<file path="config.mk">
export PLATFORM = sky130hd
export DESIGN_NAME = multdiv_sequencer
export DESIGN_NICKNAME = d
export VERILOG_FILES = /design/src/rtl/multdiv_sequencer.sv
export SDC_FILE = /design/constraint.sdc
export NUM_CORES = 1
export LEC_CHECK = 0
export CORE_MARGIN = 3
export CORE_UTILIZATION = 39
export CTS_BUF_LIST = sky130_fd_sc_hd__clkbuf_8
export CTS_CLUSTER_DIAMETER = 100
export CTS_CLUSTER_SIZE = 25
export DETAILED_ROUTE_END_ITERATION = 10
export GPL_ROUTABILITY_DRIVEN = 0
export PLACE_DENSITY = 0.81
export SETUP_SLACK_MARGIN = 0.5
export SLEW_MARGIN = 20
export SYNTH_ARGS = -nofsm -noshare
export SYNTH_HDL_FRONTEND = slang
export SYNTH_SLANG_ARGS = --single-unit
</file>
<file path="constraint.sdc">
create_clock -name clock -period 1.65 [get_ports clock]
set_clock_uncertainty 0.1 [all_clocks]
set_input_delay 0.4125 -clock clock [delete_from_list [all_inputs] [get_ports clock]]
set_output_delay 0.4125 -clock clock [all_outputs]
set_load 0.01 [all_outputs]
</file>
<file path="src/rtl/multdiv_sequencer.sv">
`default_nettype none
// ============================================================================
//  Module   : multdiv_sequencer
//  Purpose  : Launches the shared multicycle mul/div unit, stalls execute until
//             result or timeout, then issues a one-cycle rd or $rstatus write.
//  Revision : 1.0
// ============================================================================
module multdiv_sequencer #(
    parameter int MAX_CYCLES = 34,
    parameter int CNT_W      = 6,
    parameter int MUL_EXC    = 5,
    parameter int DIV_EXC    = 6
) (
    input  logic             clock,
    input  logic             reset,
    input  logic             issue_valid,
    input  logic [4:0]       opcode,
    input  logic [4:0]       alu_op,
    input  logic [4:0]       rd_in,
    input  logic             flush,
    input  logic             md_ready,
    input  logic             md_exception,
    output logic             ctrl_mult,
    output logic             ctrl_div,
    output logic             stall,
    output logic             busy,
    output logic             wb_en,
    output logic [4:0]       wb_rd,
    output logic             wb_rstatus_en,
    output logic [31:0]      rstatus_val,
    output logic [CNT_W-1:0] cycle_count
);

    localparam logic [4:0]       c_OPC_RTYPE = 5'b00000;
    localparam logic [4:0]       c_ALU_MUL   = 5'b00110;
    localparam logic [4:0]       c_ALU_DIV   = 5'b00111;
    localparam logic [CNT_W-1:0] c_CNT_MAX   = CNT_W'(MAX_CYCLES);
    localparam logic [CNT_W-1:0] c_CNT_LAST  = CNT_W'(MAX_CYCLES - 1);
    localparam logic [CNT_W-1:0] c_CNT_ONE   = CNT_W'(1);
    localparam logic [31:0]      c_MUL_CODE  = 32'(MUL_EXC);
    localparam logic [31:0]      c_DIV_CODE  = 32'(DIV_EXC);

    typedef enum logic [1:0] {
        S_IDLE  = 2'd0,
        S_START = 2'd1,
        S_WAIT  = 2'd2,
        S_DONE  = 2'd3
    } state_t;

    state_t             r_state;
    logic               r_is_div;
    logic [4:0]         r_rd;
    logic [CNT_W-1:0]   r_cnt;
    logic               r_ctrl_mult;
    logic               r_ctrl_div;
    logic               r_wb_en;
    logic               r_wb_rstatus_en;
    logic [31:0]        r_rstatus_val;

    logic               w_is_md;
    logic               w_accept;

    assign w_is_md  = issue_valid && (opcode == c_OPC_RTYPE) &&
                      ((alu_op == c_ALU_MUL) || (alu_op == c_ALU_DIV));
    assign w_accept = w_is_md && !flush;

    always_ff @(posedge clock) begin
        if (reset) begin
            r_state         <= S_IDLE;
            r_is_div        <= 1'b0;
            r_rd            <= '0;
            r_cnt           <= '0;
            r_ctrl_mult     <= 1'b0;
            r_ctrl_div      <= 1'b0;
            r_wb_en         <= 1'b0;
            r_wb_rstatus_en <= 1'b0;
            r_rstatus_val   <= '0;
        end else begin
            // Pulsed outputs default low; only a state transition raises them.
            r_ctrl_mult     <= 1'b0;
            r_ctrl_div      <= 1'b0;
            r_wb_en         <= 1'b0;
            r_wb_rstatus_en <= 1'b0;
            r_rstatus_val   <= '0;
            case (r_state)
                S_IDLE: begin
                    if (w_accept) begin
                        r_is_div    <= alu_op[0];
                        r_rd        <= rd_in;
                        r_ctrl_mult <= !alu_op[0];
                        r_ctrl_div  <= alu_op[0];
                        r_state     <= S_START;
                    end
                end
                S_START: begin
                    r_cnt   <= '0;
                    r_state <= S_WAIT;
                end
                S_WAIT: begin
                    if (r_cnt != c_CNT_MAX) begin
                        r_cnt <= r_cnt + c_CNT_ONE;
                    end
                    if (flush) begin
                        r_state <= S_IDLE;
                    end else if (md_ready) begin
                        r_state <= S_DONE;
                        if (md_exception) begin
                            r_wb_rstatus_en <= 1'b1;
                            r_rstatus_val   <= r_is_div ? c_DIV_CODE : c_MUL_CODE;
                        end else begin
                            r_wb_en <= 1'b1;
                        end
                    end else if (r_cnt == c_CNT_LAST) begin
                        // Timeout is always reported with the divide code.
                        r_state         <= S_DONE;
                        r_wb_rstatus_en <= 1'b1;
                        r_rstatus_val   <= c_DIV_CODE;
                    end
                end
                S_DONE: begin
                    r_state <= S_IDLE;
                end
                default: begin
                    r_state <= S_IDLE;
                end
            endcase
        end
    end

    // The IDLE-side stall must act in the issue cycle, so it is combinational.
    assign stall = !reset && (((r_state == S_IDLE) && w_accept) ||
                              (r_state == S_START) || (r_state == S_WAIT));

    assign busy          = (r_state != S_IDLE);
    assign ctrl_mult     = r_ctrl_mult;
    assign ctrl_div      = r_ctrl_div;
    assign wb_en         = r_wb_en;
    assign wb_rd         = r_rd;
    assign wb_rstatus_en = r_wb_rstatus_en;
    assign rstatus_val   = r_rstatus_val;
    assign cycle_count   = r_cnt;

endmodule
`default_nettype wire

</file>
Word level (Yosys, flattened, before mapping)
Cells that the tools add are included.
{"block": "op_classes", "n_mux": 15, "reduce_logical": 21, "eq_ne": 10, "n_addsub": 1, "bitwise": 4}
{"operator": "32-bit 2-to-1 mux", "count": 1}
{"operator": "6-bit one-hot mux with 2 select lines", "count": 1}
{"operator": "5-bit by 3-bit == test with 1-bit output, second input constant", "count": 2}
{"operator": "2-bit 2-to-1 mux", "count": 5}
{"operator": "2-bit one-hot mux with 4 select lines", "count": 1}
{"operator": "6-bit by 1-bit adder with 6-bit output, second input constant", "count": 1}
{"operator": "6-bit == test, second input constant", "count": 1}
{"operator": "3-bit 2-to-1 mux", "count": 2}
{"operator": "6-bit 2-to-1 mux", "count": 1}
{"operator": "6-bit inequality test, second input constant", "count": 1}
{"operator": "2-bit AND reduction", "count": 3}
{"operator": "3-bit OR reduction", "count": 2}
{"operator": "1-bit logical AND", "count": 5}
{"operator": "5-bit logical NOT", "count": 1}
{"operator": "2-bit == test, second input constant", "count": 2}
{"operator": "1-bit 2-to-1 mux", "count": 4}
{"operator": "2-bit inequality test, second input constant", "count": 2}
{"operator": "4-bit inequality test, second input constant", "count": 1}
{"operator": "1-bit inverter", "count": 4}
{"operator": "2-bit nonzero test", "count": 2}
{"operator": "4-bit OR reduction", "count": 1}
{"operator": "1-bit logical NOT", "count": 3}
{"operator": "1-bit logical OR", "count": 3}
{"operator": "2-bit by 1-bit == test with 1-bit output, second input constant", "count": 1}
{"operator": "2-bit logical NOT", "count": 1}
{"block": "word_totals", "out_inout_bits": 49, "wordCells": 60, "in_bits": 21, "ff_bits": 50}

Depth between registers and ports, before layout
Gate-level depths: netlist of the first run.
{"block": "depth", "word_depth": 8, "depth_mapped": 5, "ltp_nobuf": 5}

Worst setup path after synthesis of the first run
Ideal clock, no wire load.
{"block": "synth_path", "path_kind": "input to output", "start": "input alu_op[3]", "end": "output stall", "path_stages": 3, "required_ns": 1.137, "setup_slack_ns": -0.091, "arrival_time_ns": 1.229, "n_path_buf": 0, "cell_sequence": "nor4bb_1 a31oi_1 nor3b_1"}
{"block": "synth_via", "elab_chain_cells": 8, "word_cells_on_any_way": 9, "cone_classes": "2 x eq/ne; 7 x reduce/logical"}
{"element": "start, declared", "line": "18", "text": "input logic [4:0] alu_op,"}
{"element": "5-bit by 3-bit == test with 1-bit output", "line": "64", "text": "((alu_op == c_ALU_MUL) || (alu_op == c_ALU_DIV));"}
{"element": "1-bit logical OR *", "line": "64"}
{"element": "1-bit logical AND *", "line": "63", "text": "assign w_is_md = issue_valid && (opcode == c_OPC_RTYPE) &&"}
{"element": "1-bit logical AND *", "line": "65", "text": "assign w_accept = w_is_md && !flush;"}
{"element": "1-bit logical AND *", "line": "131", "text": "assign stall = !reset && (((r_state == S_IDLE) && w_accept) ||"}
{"element": "1-bit logical OR *", "line": "131"}
{"element": "1-bit logical OR *", "line": "132", "text": "(r_state == S_START) || (r_state == S_WAIT));"}
{"element": "1-bit logical AND *", "line": "131"}
{"element": "end, declared", "line": "25", "text": "output logic stall,"}
Mark *: on every way between the ends. The rest lies on a longest branch, timed or not.

Worst setup path after layout of the first run
Same ends and word-level chain as after synthesis.

==> out/metrics.csv, run 1 <==
stage,metric,value,unit
floorplan,Die Width,62.5,microns
final_layout,Antenna Cells,0,
drt,Via density,5.01,
timing,setup ws final,-0.202,ns
timing,Final Cycle Share,1.12,
clock_tree,clock buffer depth,2,
drt,First-pass DRT Iterations,4,
floorplan,die area,0.00390,sq mm
drt,DR iter-0 viols,57,
synth,main area contributors after synthesis,"dfxtp_1 (32%), buf_4 (18%), mux2i_1 (8.0%)",
grt,vias in the first global route,1327,
synth,Syn Area/Cell,8.64,sq um
timing,Fin Setup TNS,-0.202,ns
synth,post-synthesis sequential element count,20,
synth,yosys warns,0,
floorplan,core area,0.00290,sq mm
drt,routed len/inst,16.8,microns
final_layout,layout cells sized above 1,0.566,
worst_setup_path,critical path arrival,1.34,ns
final_layout,Area Growth Syn to Fin,81.4,%
synth,post-synth top area cell,dfxtp_1,
synth,most common cell in the netlist,buf_4,
grt,initial antenna violation count,0,
worst_setup_path,"delay-heaviest family, CP",simple AND/OR/NAND/NOR gates,
drt,"antenna viol nets, final",0,
synth,Post-synth ARST share,0,
synth,most instantiated cells after synthesis,"buf_4 (30), dfxtp_1 (20), nand2_1 (16), mux2i_1 (10)",
timing,Slew Limit Fails,0,
floorplan,row count,19,
grt,largest net degree at the start of global routing,19,
drt,DRT Wirelength,4.41,mm
timing,endpoints failing hold,0,
grt,Congestion Overflow GR,0,
power,leakage power,0.946,nW
final_layout,Final Cell Area,0.00226,sq mm
grt,global-route wire length before repair,6.81,mm
drt,met3 WL,358,microns
drt,Highest Signal Layer,met4,
worst_setup_path,CP endpoint kind,output port,
synth,Yosys cell types,37,
clock_tree,CTS tree,done,
run,maxcap violations,0,
timing,RSZ-0062 raised after global routing,true,
synth,number of flops mapped to enable cells by yosys,0,
place,dpl ws,-0.972,ns
floorplan,Die Y,62.5,microns
status,outcome,"finished, violations left",
status,failing checks,setup timing,
worst_setup_path,Worst Setup Start Kind,primary input,
place,DP Area,0.00176,sq mm
worst_setup_path,worst-path fanout max,2,
clock_tree,H-tree levels,1,
synth,Mapped Cells,144,
floorplan,IO Pins,70,
synth,sequential share of the synthesized area,0.322,
power,PD cells,508,mW/mm^2
timing,fin crit period,1.85,ns
min_path,worst hold path class,reg2reg,
place,HPWL Detailed,2.43,mm
timing,Achievable Freq,540,MHz
floorplan,Starting Density,0.429,
worst_setup_path,CP cell instances,buf_6 > nor4bb_4 > a31oi_2 > nor3b_2 > buf_2,
worst_setup_path,"slowest stage cell, crit path",nor4bb_4,
worst_setup_path,"Largest stage delay, worst path",0.31,ns
place,I/O Buffers,40,
power,total power,1.15,mW
synth,post-synth top area share,0.322,
drt,vias,1318,
drt,WL met2,2.24,mm
clock_tree,Hold Buf Count CTS,0,
worst_setup_path,Buf/Inv on CP,2,
synth,post-synthesis cell area,0.00124,sq mm
worst_setup_path,Crit path required time,1.14,ns
clock_tree,root buf cell,clkbuf_8,
timing,setup violators final,1,
final_layout,Layout Nets,246,
drt,DRC viols,0,
drt,M1 WL,1.60,mm
synth,most common flop cell mapped by yosys,dfxtp_1,
clock_tree,Num CTS Buffers,3,
clock_tree,Worst-Skew Late Latency,0.28,ns
grt,Total GRT Usage,0.222,
clock_tree,clock slew seen by the registers of the worst setup and hold paths,0.09,ns
worst_setup_path,crit path kind,in2out,
power,VDD IR-drop max,0.000297,V
clock_tree,CTS Sinks,20,
[layout make-up]
| class | instances | area [sq um] |
|---|---|---|
| Timing Repair Buffer | 81 | 761 |
| Fill cell | 175 | 644 |
| Clock inverter | 1 | 30.0 |
| Multi-Input combinational cell | 111 | 903 |
| Clock buffer | 3 | 41.3 |
| Sequential cell | 20 | 437 |
| Tap cell | 42 | 52.6 |
| Inverter | 5 | 31.3 |
[power by group]
part           internal (mW)  switching [mW]  leakage [nW]
sequential             0.470        0.000127         0.171
combinational         0.0702          0.0806         0.739
clock                  0.325           0.199        0.0357
[placed cells by master (no fill, tap or decap), drive strengths merged, types with 2 or more instances in the layout]
cell and n:
buf 67, conb 29, dfxtp 20, nand2 16
mux2i 10, clkdlybuf4s50 8, clkbuf 7, nand3 6
nor2 6, nor3b 4, a21oi 4, inv 4
nand4b 3, ha 3, o21ai 3, a31oi 2
o2bb2ai 2, nor3 2, o2111ai 2, o22ai 2
nor4b 2, and4b 2
[path summary, 6_finish.rpt]
check / cells past startpoint / from / to / slack, ns
hold reg to reg: 1 / r_is_div / rstatus_val[0] / 0.36
setup reg to reg: 5 / r_state[0] / cycle_count[0] / 0.09
setup / recovery: 5 / alu_op[3] / stall / -0.20
hold / removal: 1 / r_is_div / rstatus_val[0] / 0.36
[metrics by stage]
step,utilization,std cells,hold WS [ns]
final,0.778,263,0.361
after global routing,0.778,263,0.387
after CTS,0.736,261,0.360
after detailed placement,0.607,233,0.339
after global placement,0.607,233,0.339
after floorplan,-,172,0.320
[cells by family (layout without fill, tap and decap cells)]
| logic type | after synthesis | count (layout) | share of synthesized area |
|---|---|---|---|
| simple gates | 50 | 50 | 0.241 |
| buf+inv | 41 | 90 | 0.217 |
| flops | 20 | 20 | 0.322 |
| compound gates | 19 | 19 | 0.106 |
| mux | 10 | 10 | 0.0805 |
| fa+ha+maj | 3 | 3 | 0.0302 |
| other cells | 1 | 29 | 0.00302 |
[flip-flops by register name (all words and copies together) (netlist names)]
register and flops:
rstatus_val 2, ctrl_div 1, r_is_div 1, wb_en 1, cycle_count 6, wb_rstatus_en 1, ctrl_mult 1, wb_rd 5
r_state 2
[what timing repair did]
item	in CTS	in global routing
gates resized for setup	175	29
pin swaps	19	14
buffers inserted	24	2
setup endpoints to repair	40	39
cloned	0	0
hold endpoints to repair	0	0
[routing by layer]
layer | up-vias | GRT usage
li1 | 606 | -
met1 | 615 | 0.251
met2 | 79 | 0.386
met3 | 18 | 0.0540
met4 | 0 | 0.110
met5 | - | 0
Power figures use the tool's default switching activity.
==> inputs of run 2 (changes only) <==
Settings changed: ABC_AREA from default to 1, CORE_UTILIZATION 39 to 40, PLACE_DENSITY 0.81 to 0.83.
==> out/metrics.csv, run 2 <==
stage,metric,value,unit,change
floorplan,IO Pins,70,,unchanged
clock_tree,clock slew seen by the registers of the worst setup and hold paths,0.08,ns,about the same
timing,RSZ-0062 raised after global routing,true,,
synth,Syn Area/Cell,6.98,sq um,-19%
synth,post-synthesis cell area,0.00125,sq mm,+0.50%
worst_setup_path,worst-path fanout max,3,,+1
place,DP Area,0.00180,sq mm,+2.3%
drt,Via density,4.89,,-2.4%
drt,First-pass DRT Iterations,4,,unchanged
floorplan,core area,0.00288,sq mm,-0.82%
power,Power Internal,0.753,mW,-13%
timing,Hold WS,0.375,ns,+0.0143 ns
grt,initial antenna violation count,0,,unchanged
floorplan,Starting Density,0.435,,+0.00572
drt,met3 WL,288,microns,-20%
final_layout,Multi-input gate area,863,sq um,-4.4%
synth,post-synth top area share,0.320,,-0.00161
final_layout,most frequent cells in the layout,"buf_6 (38), conb_1 (29), buf_4 (28)",,
final_layout,"most common cell after layout, fill and taps aside",buf_6,,
run,maxcap violations,0,,unchanged
drt,Highest Signal Layer,met4,,
worst_setup_path,Worst Setup Start Kind,flip-flop,,
drt,DRC viols,0,,unchanged
place,I/O Buffers,40,,unchanged
synth,Post-synth ARST share,0,,unchanged
worst_setup_path,crit path kind,reg2out,,
grt,Congestion Overflow GR,0,,unchanged
clock_tree,clock buffer depth,2,,unchanged
synth,post-synth top area cell,dfxtp_1,,
drt,DRT Wirelength,4.75,mm,+7.7%
synth,Mapped Cells,179,,+24%
grt,Total GRT Usage,0.186,,-0.0364
power,PD cells,433,mW/mm^2,-15%
grt,global-route wire length before repair,5.23,mm,-23%
power,combinational power share,0.153,,+0.021
drt,DR iter-0 viols,107,,+88%
synth,most common flop cell mapped by yosys,dfxtp_1,,
final_layout,Layout Nets,294,,+20%
floorplan,Die Width,61.9,microns,-0.91%
final_layout,max reg flops,6,,unchanged
timing,setup violators final,1,,unchanged
clock_tree,Num CTS Buffers,3,,unchanged
drt,vias,1521,,+15%
final_layout,final core utilization,0.819,,+0.0408
drt,M1 WL,1.91,mm,+20%
clock_tree,H-tree levels,1,,unchanged
synth,most instantiated cells after synthesis,"buf_4 (30), inv_1 (27), nand2_1 (25), dfxtp_1 (20), nor2_1 (20)",,
drt,"antenna viol nets, final",0,,unchanged
timing,Achievable Freq,554,MHz,+2.7%
synth,sequential share of the synthesized area,0.320,,-0.00161
final_layout,Final Cell Area,0.00235,sq mm,+4.4%
worst_setup_path,critical path arrival,1.29,ns,-0.05 ns
power,clock share of power,0.381,,-0.077
final_layout,Antenna Cells,0,,unchanged
power,Sw Ratio,0.261,,+0.0169
timing,endpoints failing hold,0,,unchanged
clock_tree,CTS tree,done,,
worst_setup_path,worst reg2reg setup slack,0.19,ns,+0.10 ns
status,failing checks,setup timing,,
power,Reg power frac,0.466,,+0.055
floorplan,row count,19,,unchanged
floorplan,die area,0.00383,sq mm,-1.8%
synth,most common cell in the netlist,buf_4,,
drt,routed len/inst,15.3,microns,-8.9%
clock_tree,Hold Buf Count CTS,0,,unchanged
synth,post-synthesis sequential element count,20,,unchanged
synth,Yosys cell types,24,,-35%
min_path,worst hold path class,reg2reg,,
timing,Slew Limit Fails,0,,unchanged
floorplan,Die Y,61.9,microns,-0.91%
clock_tree,CTS Sinks,20,,unchanged
power,leakage power,1.11,nW,+17%
synth,number of flops mapped to enable cells by yosys,0,,unchanged
grt,vias in the first global route,1219,,-8.1%
timing,setup ws final,-0.154,ns,+0.0479 ns
final_layout,layout cells sized above 1,0.572,,+0.00688
timing,fin crit period,1.80,ns,-0.0480 ns
timing,Final Cycle Share,1.09,,-0.0291
clock_tree,root buf cell,clkbuf_8,,
worst_setup_path,CP endpoint kind,output port,,
drt,WL met2,2.46,mm,+9.8%
final_layout,storage element area,432,sq um,-1.1%
grt,largest net degree at the start of global routing,13,,-6
place,dpl ws,-0.826,ns,+0.146 ns
final_layout,# fillers,164,,-6.3%
synth,main area contributors after synthesis,"dfxtp_1 (32%), buf_4 (18%), inv_1 (8.1%)",,
power,Sw Pwr,0.266,mW,-4.9%
final_layout,Area Growth Syn to Fin,88.4,%,
power,VDD IR-drop max,0.000324,V,+9.1%
worst_setup_path,Crit path required time,1.14,ns,about the same
clock_tree,Worst-Skew Late Latency,0.26,ns,-0.02 ns
place,HPWL Detailed,2.24,mm,-7.7%
synth,yosys warns,0,,unchanged
status,outcome,"finished, violations left",,
-- run 2: cell types whose count changed after synthesis, sizes merged, moves of 8 or more --
cell / delta
mux2i: -10
nand2: +11
nand4: +8
inv: +25
nor2: +18
nand3: +9
-- run 2: worst paths after layout --
path,cells past startpoint,endpoint,startpoint
setup / recovery,4,stall,r_state[0]
hold / removal,1,cycle_count[0],cycle_count[0]
setup reg to reg,8,wb_rd[2],r_state[0]
hold reg to reg,1,cycle_count[0],cycle_count[0]
-- run 2: metrics by stage --
stage                     cells  total power [mW]  setup TNS [ns]
after detailed placement    271             0.616           -2.92
after CTS                   296             0.992         -0.0779
final                       311              1.02          -0.154
after global routing        311              1.05          -0.302
after global placement      271             0.614           -2.67
after floorplan             207             0.599               0
-- run 2: kinds of logic (layout without fill, tap and decap cells) --
family / Yosys count / count (layout) / share of synthesized area
AND/OR/NAND/NOR: 80 / 80 / 0.308
adder cells (fa/ha/maj): 3 / 3 / 0.0300
other: 1 / 29 / 0.00300
buffers and inverters: 62 / 124 / 0.278
XOR/XNOR: 1 / 1 / 0.00701
AO/OA/AOI/OAI: 12 / 12 / 0.0531
flip-flops: 20 / 20 / 0.320
-- run 2: cell type report --
class | instances | area share
tap | 42 | 0.0223
timing repair buffer | 90 | 0.353
multi-input combinational | 125 | 0.367
sequential | 20 | 0.183
clock buffer | 4 | 0.0234
inverter | 30 | 0.0510
-- run 2: power groups by stage --
stage	clock [mW]	combinational, mW	sequential (mW)
floorplan	0	0.109	0.490
global placement	0	0.124	0.490
detailed placement	0	0.126	0.490
CTS	0.378	0.139	0.475
global route	0.409	0.168	0.475
finish	0.389	0.156	0.475
-- run 2: layer usage --
layer,track usage,vias up
li1,-,687
met1,0.220,735
met2,0.342,87
met3,0.0186,12
met4,0.0697,0
met5,0,-
-- run 2: worst max-delay path, stage by stage (launching register included) --
cell	delay (ns)
dfxtp_2	0.39
inv_1	0.07
o21ai_0	0.33
a21oi_2	0.08
buf_2	0.16
-- run 2: repair_timing --
action                                 CTS  global route
endpoints found under the hold margin    0             0
pin swaps                               30            21
buffers inserted                        21            15
resized for setup                      171            33
setup endpoints to repair               40            40
==> inputs of run 3 (changes only) <==
Settings changed: PLACE_DENSITY 0.83 to 0.91.
==> out/metrics.csv, run 3 (synthesis results as in run 2) <==
stage,metric,value,unit,change
worst_setup_path,Crit path required time,1.14,ns,about the same
grt,Congestion Overflow GR,0,,unchanged
power,Reg power frac,0.419,,-0.047
clock_tree,Hold Buf Count CTS,0,,unchanged
status,outcome,"finished, violations left",,
drt,Via density,4.94,,+0.99%
grt,largest net degree at the start of global routing,13,,unchanged
floorplan,Die Y,61.9,microns,unchanged
min_path,hold path start,r_is_div,,
floorplan,row count,19,,unchanged
worst_setup_path,critical path arrival,1.20,ns,-0.09 ns
power,combinational power share,0.151,,-0.002
clock_tree,Num CTS Buffers,3,,unchanged
grt,vias in the first global route,1447,,+19%
place,HPWL Detailed,2.34,mm,+4.1%
power,leakage power,1.12,nW,+0.98%
timing,RSZ-0062 raised after global routing,true,,
grt,initial antenna violation count,0,,unchanged
clock_tree,clock buffer depth,2,,unchanged
clock_tree,CTS Sinks,20,,unchanged
floorplan,Starting Density,0.435,,unchanged
grt,global-route wire length before repair,6.95,mm,+33%
floorplan,IO Pins,70,,unchanged
worst_setup_path,worst reg2reg setup slack,0.08,ns,-0.11 ns
power,Sw Ratio,0.229,,-0.0322
clock_tree,Worst-Skew Late Latency,0.25,ns,about the same
worst_setup_path,R2R Path End,wb_rd[0],,
worst_setup_path,worst-path fanout max,2,,-1
power,total power,1.13,mW,+11%
timing,Final Cycle Share,1.04,,-0.0535
final_layout,Area Growth Syn to Fin,88.8,%,
floorplan,core area,0.00288,sq mm,unchanged
floorplan,die area,0.00383,sq mm,unchanged
drt,DRT Wirelength,5.44,mm,+15%
timing,setup violators final,1,,unchanged
final_layout,Multi-input gate area,862,sq um,-0.14%
final_layout,layout cells sized above 1,0.627,,+0.0548
worst_setup_path,Worst Setup Start Kind,primary input,,
drt,First-pass DRT Iterations,6,,+2
timing,Slew Limit Fails,0,,unchanged
final_layout,storage element area,432,sq um,unchanged
min_path,worst hold path depth,1,,unchanged
timing,Fin Setup TNS,-0.0656,ns,+0.0883 ns
drt,DR iter-0 viols,185,,+73%
timing,fin crit period,1.72,ns,-0.0883 ns
final_layout,most frequent cells in the layout,"buf_6 (36), buf_4 (36), conb_1 (29)",,
final_layout,# fillers,150,,-8.5%
power,clock share of power,0.430,,+0.049
final_layout,final core utilization,0.820,,+0.00174
drt,DRC viols,0,,unchanged
power,Sw Pwr,0.259,mW,-2.6%
timing,Achievable Freq,583,MHz,+5.1%
timing,setup ws final,-0.0656,ns,+0.0883 ns
timing,Hold WS,0.442,ns,+0.0672 ns
status,failing checks,setup timing,,
worst_setup_path,crit path to,stall,,
final_layout,Antenna Cells,0,,unchanged
place,I/O Buffers,40,,unchanged
drt,vias,1546,,+1.6%
power,Power Internal,0.873,mW,+16%
worst_setup_path,crit path kind,in2out,,
worst_setup_path,CP endpoint kind,output port,,
worst_setup_path,Worst Setup SP,opcode[4],,
final_layout,Final Cell Area,0.00236,sq mm,+0.21%
floorplan,Die Width,61.9,microns,unchanged
clock_tree,root buf cell,clkbuf_8,,
worst_setup_path,R2R depth,9,,+1
power,PD cells,480,mW/mm^2,+11%
run,maxcap violations,0,,unchanged
clock_tree,clock slew seen by the registers of the worst setup and hold paths,0.08,ns,about the same
place,DP Area,0.00180,sq mm,unchanged
power,VDD IR-drop max,0.000280,V,-14%
grt,Total GRT Usage,0.250,,+0.0648
timing,endpoints failing hold,0,,unchanged
drt,routed len/inst,17.4,microns,+14%
clock_tree,H-tree levels,1,,unchanged
final_layout,Layout Nets,296,,+0.68%
final_layout,max reg flops,6,,unchanged
worst_setup_path,worst r2r src,r_state[1],,
clock_tree,CTS tree,done,,
drt,"antenna viol nets, final",0,,unchanged
min_path,worst hold path class,reg2reg,,
run 3: final cells by class:
| class | instances | share of cell area |
|---|---|---|
| Clock buffer | 3 | 0.0175 |
| Inverter | 30 | 0.0520 |
| Timing Repair Buffer | 92 | 0.347 |
| Clock inverter | 1 | 0.0127 |
| Tap cell | 42 | 0.0223 |
| Sequential cell | 20 | 0.183 |
| Multi-Input combinational cell | 125 | 0.365 |
run 3: worst max-delay path, stage by stage:
cell and delay [ns]:
buf_6 0.09, inv_4 0.05, nand2_2 0.06, nor3_4 0.23
nand2_2 0.09, a21oi_2 0.13, buf_2 0.13
run 3: per-layer routing:
layer / GRT usage / vias to the layer above / wire length (microns)
met3: 0.0310 / 24 / 369
li1: - / 685 / -
met2: 0.441 / 109 / 2790
met5: 0 / - / 0
met4: 0.109 / 0 / 187
met1: 0.304 / 728 / 2100
run 3: how the worst min path moves through the flow:
stage	end	slack, ns
after global placement	rstatus_val[0]	0.35
after global routing	rstatus_val[0]	0.44
after CTS	rstatus_val[0]	0.38
final	rstatus_val[0]	0.44
after detailed placement	rstatus_val[0]	0.34
after floorplan	rstatus_val[0]	0.32
run 3: metrics by stage:
| step | setup slack, ns | cells |
|---|---|---|
| 5_1_grt | -0.130 | 313 |
| 3_3_place_gp | -0.777 | 271 |
| 3_5_place_dp | -0.835 | 271 |
| 6_report | -0.0656 | 313 |
| 2_1_floorplan | 0.121 | 207 |
| 4_1_cts | -0.0750 | 306 |
run 3: timing repair:
action,in CTS,in global routing
endpoints found under the hold margin,0,0
resized for setup,183,32
setup endpoints to repair,40,40
setup buffers,31,7
pin swaps,30,22
run 3: power groups by stage:
stage	combinational (mW)	sequential (mW)	clock, mW
6_report	0.171	0.475	0.487
3_5_place_dp	0.126	0.490	0
5_1_grt	0.181	0.475	0.508
3_3_place_gp	0.125	0.489	0
2_1_floorplan	0.109	0.490	0
4_1_cts	0.148	0.475	0.492
==> edit (flow settings as in run 2) <==
`CNT_W`: 6 -> 4.
--- a/src/rtl/multdiv_sequencer.sv
+++ b/src/rtl/multdiv_sequencer.sv
@@ -7,7 +7,7 @@
 // ============================================================================
 module multdiv_sequencer #(
     parameter int MAX_CYCLES = 34,
-    parameter int CNT_W      = 6,
+    parameter int CNT_W      = 4,
     parameter int MUL_EXC    = 5,
     parameter int DIV_EXC    = 6
 ) (
Ports: changed (resized cycle_count); port bits go from 70 to 68. No check against the original RTL was run, so the function may have changed too.
==> edit against run 2 <==
Combinational power is 19% lower; core utilization is 8.1 points lower; cell count is 19% lower; area after synthesis is 8.5% lower; sequential power is 9.5% lower; final area is 19% lower; setup slack better by 0.16 ns; total power is 13% lower; wire length is 28% lower; sequential cell count is 2 lower; first-iteration DRC count is 85% lower; critical path type is now in2out; largest power group unchanged.
==> edit: results (changes against run 2) <==
| Metric | Value |
|---|---|
| Status | completed (was finished, violations left) |
| WL/cell | 13.6 um (was 15.3 um) |
| Number of global-route vias before repair | 1059 (was 1219) |
| Avg Inst Size Synth | 7.43 sq um (was 6.98 sq um) |
| Length of the first detailed-routing pass in iterations | 4 (unchanged) |
| Bufs on Longest Clock Path | 2 (unchanged) |
| Worst Path Max Fanout | 2 (was 3) |
| First-pass GRT wire length | 4.61 mm (was 5.23 mm) |
| Family with the most delay on the worst path | simple AND/OR/NAND/NOR gates (was compound AO/OA/AOI/OAI gates) |
| Crit path from | opcode[0] (was r_state[0]$_SDFFE_PP0P_) |
| GRT Overall Usage | 17.2% (was 18.6%) |
| Post-CTS Setup Bufs | 11 (was 21) |
| Nets | 247 (was 294) |
| Yosys synthesis warning count | 0 (unchanged) |
| GRT overflow | 0 (unchanged) |
| Reg-to-reg startpoint | r_state[1]$_SDFFE_PP0P_ (was r_state[0]$_SDFFE_PP0P_) |
| Synth top cells by count | buf_4 (30), inv_1 (22), nand2_1 (22) (was buf_4 (30), inv_1 (27), nand2_1 (25)) |
| Setup-failing EPs final | 0 (was 1) |
| Slowest cell on the critical path | buf_2 (was dfxtp_2) |
| Synth async-reset ratio | 0% (unchanged) |
| Ys flop type | dfxtp_1 (unchanged) |
| Max reg flops | 5 (was 6) |
| Top cells by area, synth | dfxtp_1 (32%), buf_4 (20%), inv_1 (7.2%) (was dfxtp_1 (32%), buf_4 (18%), inv_1 (8.1%)) |
| Number of buffers created by CTS | 3 (unchanged) |
| Pre-CTS WS | -0.779 ns (was -0.826 ns) |
| CTS root buf | clkbuf_8 (unchanged) |
| Antenna cell count | 0 (unchanged) |
| Critical Path Max Stage Delay | 0.14 ns (was 0.39 ns) |
| HP Class | reg2reg (unchanged) |
| DRC violation total after the first TritonRoute iteration | 16 (was 107) |
| Clk_lat worst skew | 0.26 ns (about the same) |
| Largest net degree at the start of global routing | 11 (was 13) |
| PortBufs | 38 (was 40) |
| Fill count | 183 (was 164) |
| Vias/cell | 4.75 (was 4.89) |
| Worst Hold Launch | r_is_div$_SDFFE_PP0P_ (was cycle_count[0]$_SDFFE_PP0P_) |
| H-tree Lvls | 1 (unchanged) |
| Final HPWL DP | 1.83 mm (was 2.24 mm) |
| Sequential fraction of the synthesis area | 31.5% (was 32.0%) |
| Worst-path clk slew | 0.08 ns (about the same) |
| Share of cells above drive strength 1 | 53.6% (was 57.2%) |
| VDD IR max | 448 uV (was 324 uV) |
| Post-cts sizing count | 164 (was 171) |
| Pleak | 0.910 nW (was 1.11 nW) |
| Distinct cells, synth | 24 (unchanged) |
| Worst EP arrival | 1.13 ns (was 1.29 ns) |
| Initial antenna violation count | 0 (unchanged) |
## edit: logic make-up (layout without fill, tap and decap cells)
family	count (synthesis)	count (layout)	synth area share [%]
AO/OA/AOI/OAI	11	11	5.58
XOR/XNOR	1	1	0.766
adder cells (fa/ha/maj)	3	3	3.28
buffers and inverters	57	97	28.6
flip-flops	18	18	31.5
other	1	29	0.328
AND/OR/NAND/NOR	63	63	30.0
## edit: per-stage QoR
stage	hold slack, ns	power, mW	std cells	instance area, sq um	setup TNS [ns]
floorplan	0.333	0.547	182	1270	0
global placement	0.359	0.560	230	1540	-1.86
detailed placement	0.366	0.561	230	1540	-2.30
CTS	0.373	0.869	245	1720	0
global route	0.408	0.910	252	1910	-0.0930
finish	0.394	0.886	252	1910	0
## edit: metal layers
metal  up-vias  global-route usage [%]  wire length (um)
met5         -                       0                 0
met4         0                    8.74               133
met3        12                    2.61               279
met2        71                    29.3              1690
met1       551                    20.6              1320
li1        562                       -                 -
## edit: cell type report
class | count | share of cell area (%)
clock inverters | 1 | 0.197
well taps | 30 | 1.97
clock buffers | 3 | 2.16
multi-input cells | 107 | 37.9
repair buffers | 66 | 31.7
flip-flops and latches | 18 | 20.1
inverters | 27 | 6.03
## edit: final timing paths
check	cells past startpoint	slack (ns)	end
max	7	0.01	stall
min	1	0.39	rstatus_val[0]$_SDFF_PP0_
max reg2reg	8	0.31	wb_rd[2]$_SDFFE_PP0P_
min reg2reg	1	0.39	rstatus_val[0]$_SDFF_PP0_
## edit: where the power goes
group | internal [mW] | leakage [nW] | total (mW) | switching [mW]
sequential | 0.429 | 0.152 | 0.430 | 0.000586
clock | 0.166 | 0.0269 | 0.329 | 0.163
combinational | 0.0530 | 0.731 | 0.127 | 0.0737
